===== config.mk =====
export PLATFORM = sky130hd
export DESIGN_NAME = seg_cla_adder
export DESIGN_NICKNAME = d
export VERILOG_FILES = /design/src/rtl/seg_cla_adder.sv
export SDC_FILE = /design/constraint.sdc
export NUM_CORES = 1
export LEC_CHECK = 0
export ABC_AREA = 1
export CAP_MARGIN = 20
export CORE_MARGIN = 10
export CORE_UTILIZATION = 31
export CTS_CLUSTER_DIAMETER = 30
export DETAILED_ROUTE_END_ITERATION = 8
export GPL_ROUTABILITY_DRIVEN = 0
export PLACE_DENSITY_LB_ADDON = 0.12
export SLEW_MARGIN = 20
export SYNTH_ARGS = -nofsm -noshare
export SYNTH_HDL_FRONTEND = slang
export SYNTH_SLANG_ARGS = --single-unit

===== constraint.sdc =====
create_clock -name clk -period 2.65 [get_ports clk]
set_input_delay 0.53 -clock clk [delete_from_list [all_inputs] [get_ports clk]]
set_output_delay 0.53 -clock clk [all_outputs]
set_load 0.005 [all_outputs]

===== src/rtl/seg_cla_adder.sv =====
// Multi-cycle segmented carry-lookahead adder/subtractor: one SEG-bit lookahead
// segment per clock, carry chained through a register, result under valid/ready.
module seg_cla_adder #(
   parameter int unsigned WIDTH = 16,
   parameter int unsigned SEG   = 4
) (
   input  logic             clk,
   input  logic             rst,
   input  logic             in_valid,
   output logic             in_ready,
   input  logic [WIDTH-1:0] a,
   input  logic [WIDTH-1:0] b,
   input  logic             carry_in,
   input  logic             sub,
   output logic             out_valid,
   input  logic             out_ready,
   output logic [WIDTH-1:0] sum,
   output logic             carry_out,
   output logic             overflow
);

   localparam int unsigned NSEG = WIDTH / SEG;
   localparam int unsigned CW   = (NSEG > 1) ? $clog2(NSEG) : 1;

   typedef enum logic [1:0] {StIdle, StRun, StDone} state_t;

   state_t           state, state_next;
   logic [WIDTH-1:0] a_r, b_r, acc, acc_next;
   logic             cy_r;
   logic [CW-1:0]    seg_cnt;

   logic [SEG-1:0]   seg_a, seg_b, g, p, seg_sum;
   logic [SEG:0]     c;
   logic             prop;
   logic             last;

   assign last      = (seg_cnt == CW'(NSEG - 1));
   assign in_ready  = (state == StIdle);
   assign out_valid = (state == StDone);

   always_comb begin
      seg_a = '0;
      seg_b = '0;
      for (int i = 0; i < NSEG; i++) begin
         if (seg_cnt == CW'(i)) begin
            seg_a = a_r[i*SEG +: SEG];
            seg_b = b_r[i*SEG +: SEG];
         end
      end
      g = seg_a & seg_b;
      p = seg_a ^ seg_b;

      // Each carry is a flat sum of products over g/p and cy_r, not a ripple chain.
      c    = '0;
      c[0] = cy_r;
      prop = 1'b0;
      for (int j = 0; j < SEG; j++) begin
         c[j+1] = g[j];
         prop   = p[j];
         for (int k = j - 1; k >= 0; k--) begin
            c[j+1] = c[j+1] | (prop & g[k]);
            prop   = prop & p[k];
         end
         c[j+1] = c[j+1] | (prop & cy_r);
      end
      seg_sum = p ^ c[SEG-1:0];

      acc_next = acc;
      for (int i = 0; i < NSEG; i++) begin
         if (seg_cnt == CW'(i)) begin
            acc_next[i*SEG +: SEG] = seg_sum;
         end
      end
   end

   always_comb begin
      state_next = state;
      case (state)
         StIdle:  if (in_valid) state_next = StRun;
         StRun:   if (last) state_next = StDone;
         StDone:  if (out_ready) state_next = StIdle;
         default: state_next = StIdle;
      endcase
   end

   always_ff @(posedge clk or posedge rst) begin
      if (rst) begin
         state     <= StIdle;
         a_r       <= '0;
         b_r       <= '0;
         cy_r      <= 1'b0;
         seg_cnt   <= '0;
         acc       <= '0;
         sum       <= '0;
         carry_out <= 1'b0;
         overflow  <= 1'b0;
      end else begin
         state <= state_next;
         case (state)
            StIdle: begin
               if (in_valid) begin
                  a_r     <= a;
                  b_r     <= sub ? ~b : b;
                  cy_r    <= carry_in ^ sub;
                  seg_cnt <= '0;
               end
            end
            StRun: begin
               acc     <= acc_next;
               cy_r    <= c[SEG];
               seg_cnt <= seg_cnt + CW'(1);
               if (last) begin
                  sum       <= acc_next;
                  carry_out <= c[SEG];
                  // c[SEG-1] of the last segment is the carry into bit WIDTH-1.
                  overflow  <= c[SEG] ^ c[SEG-1];
               end
            end
            default: ;
         endcase
      end
   end

endmodule


==> metrics.cfg <==
[synthesis]
syn-cell-area_sq_um=3310
yosys_warnings=0
ys_async_sr_fraction=1.00
syn_area_per_cell_sq_um=8.41
syn_nets=440
yosys.area.top_type_share=0.507
synth_cell_types=27
ys_top_cells_by_count=125 x nand2_1, 67 x dfrtp_1, 41 x o21ai_0
yosysSeqAreaShare=0.507
synth-edff-count=0
ys_ff_latch=67
synth.most_common_cell=nand2_1
synth_ff_type=dfrtp_1
synth_cells=393
yosys.area.top_type=dfrtp_1
synthTopCellsByArea=dfrtp_1 51%, nand2_1 14%, o21ai_0 6.2%, nand3_1 4.5%, xnor2_1 4.5%

[power]
ir_worst_vdd_uv=398
leakagePower_nw=2.01
total_power_mw=5.90
cellPowerDensity_nw_per_um2=1370

[routing]
drc=0
drt_iter0_markers=177
vias=2696
ant_nets=0
firstDrtPassIters=4
wl_per_cell_um=13.8
viasPerCell=4.52
finalWirelength_um=8210

[sta]
slew_headroom=0.735
tns_ns=0
hold_ws_ns=0.473
slew_violations=0
fin_ws_ns=0.182
finalSetupViolations=0
finClkSkew_ns=0.0140
finalHoldViolations=0
post-route-min-period_ns=2.47
period_share=0.931
tightestPinTransition_ns=0.398
fmax_mhz=405

[clocking]
clock_latency_ns=0.34
clk_pin_slew_ns=0.07
cts_tree=yes
clockRootBuffer=clkbuf_8
cts_max_level=3
cts.sinks=67
cts_buffer_depth=2
cts_buffers=9

[floorplan]
die-area_sq_um=15200
pin_count=58
start_util=0.319
die_y_um=123
core_sq_um=10400
rows=37
dieWidth_um=123

[finish]
final_area_sq_um=4320
finalNetCount=503
antenna_cells=0
instances_no_fill=596
final_util=0.416
area_growth_pct=30.6
nFillCells=1094
drive_above_1_share=0.115

[critical_path]
cp-start-kind=register
critPathBufInv=3
r2r_start=seg_cnt[0]
critPathArrivalTime_ns=2.74
crit_path_start=seg_cnt[0]
cp_slowest_cell=dfrtp_2
worstSetupPathType=reg -> reg
crit_fanout=9
worst_path_dominant_cell_family=compound AO/OA/AOI/OAI gates
endpoint=sum[1]
critPathCaptureType=register
max_stage_delay_ns=0.44
path_cells=inv_2 > ha_2 > inv_1 > o21ai_0 > a21oi_2 > fa_1 > or2_1 > nand2_1 > inv_1 > nand2_1 > o21ai_0 > o21ai_1
cp.required_ns=2.92
ff2ff_path_depth=12
cp.depth=12
r2r_slack_ns=0.18
r2r_end=sum[1]

[status]
run_status=complete, no violations

[place]
hpwl_um=5830
placed_cell_area_sq_um=4020
numPortBuffers=57
dp_slack_ns=-0.00596
dp.cells=577

[global_route]
grt_pass1_wl_um=13700
grt_max_degree=68
track_usage=0.112
antenna_found_initial=0
grt_pass1_vias=2831
grt_overflow=0

[worst_hold_path]
min_path_type=reg -> reg

[run]
maxCapViolCount=0

-- kinds of logic (layout without fill, tap and decap cells) --
family	after synthesis	in the layout	share of synthesized area
compound gates	77	77	0.121
xor+xnor	17	17	0.0450
fa+ha+maj	9	9	0.0363
buf+inv	48	115	0.0655
flops	67	67	0.507
simple gates	175	175	0.225
-- state kept, by name, summed over array words and instances, names as in the netlist --
signal / flops
a_r: 16
b_r: 16
sum: 16
acc: 12
seg_cnt: 2
state: 2
carry_out: 1
cy_r: 1
overflow: 1
-- layout by cell type (no fill, tap or decap), types with 3 or more instances in the layout --
master           instances
inv_1                   24
buf_4                   10
nand3_1                 27
inv_2                    5
ha_1                     5
nor2_1                   8
nand2_1                121
o211ai_1                 4
nand2_2                  5
xnor2_1                 17
or2_2                    4
o21ai_0                 35
clkdlybuf4s50_1         57
nand3_2                  3
clkbuf_8                11
dfrtp_1                 66
a21oi_1                 13
o21ai_1                 20
-- repair_timing --
action                                  in CTS  in global routing
pin swaps                                    0                  3
endpoints found under the setup margin       7                 26
buffers inserted                             0                  4
hold endpoints to repair                     0                  0
hold buffers                                 0                  0
resized for setup                            2                 26
-- worst register-to-register path: stages, from the launching register on --
cell and delay [ns]:
dfrtp_2 0.44, inv_2 0.12, ha_2 0.21, inv_1 0.15
o21ai_0 0.27, a21oi_2 0.12, fa_1 0.39, or2_1 0.23
nand2_1 0.10, inv_1 0.08, nand2_1 0.06, o21ai_0 0.10
o21ai_1 0.13
-- power breakdown --
part           internal, mW  switching, mW
combinational          1.37           1.92
sequential             1.51          0.257
clock                 0.481          0.372
total                  3.36           2.54
-- metal layers --
metal  share of wire  GRT usage  vias up
li1                -          -     1407
met1            0.48      0.144     1221
met2            0.46      0.181       54
met3           0.045     0.0273       14
met4           0.018     0.0393        0
met5               0          0        -
-- worst min path at each step --
stage,cells after the start,endpoint,from
2_1_floorplan,2,acc[11],acc[11]
3_3_place_gp,2,acc[7],acc[7]
3_5_place_dp,2,sum[8],sum[8]
4_1_cts,2,sum[8],sum[8]
5_1_grt,2,acc[7],acc[7]
6_report,2,sum[8],sum[8]
-- layout make-up --
type / count / area (sq um) / area share
clock buffers: 13 / 159 / 0.0368
clock inverters: 2 / 35.0 / 0.00811
inverters: 31 / 121 / 0.0281
multi-input cells: 278 / 1470 / 0.341
flip-flops and latches: 67 / 1680 / 0.389
well taps: 136 / 170 / 0.0394
repair buffers: 69 / 681 / 0.158
No activity file was read; power rests on OpenSTA's default activity.
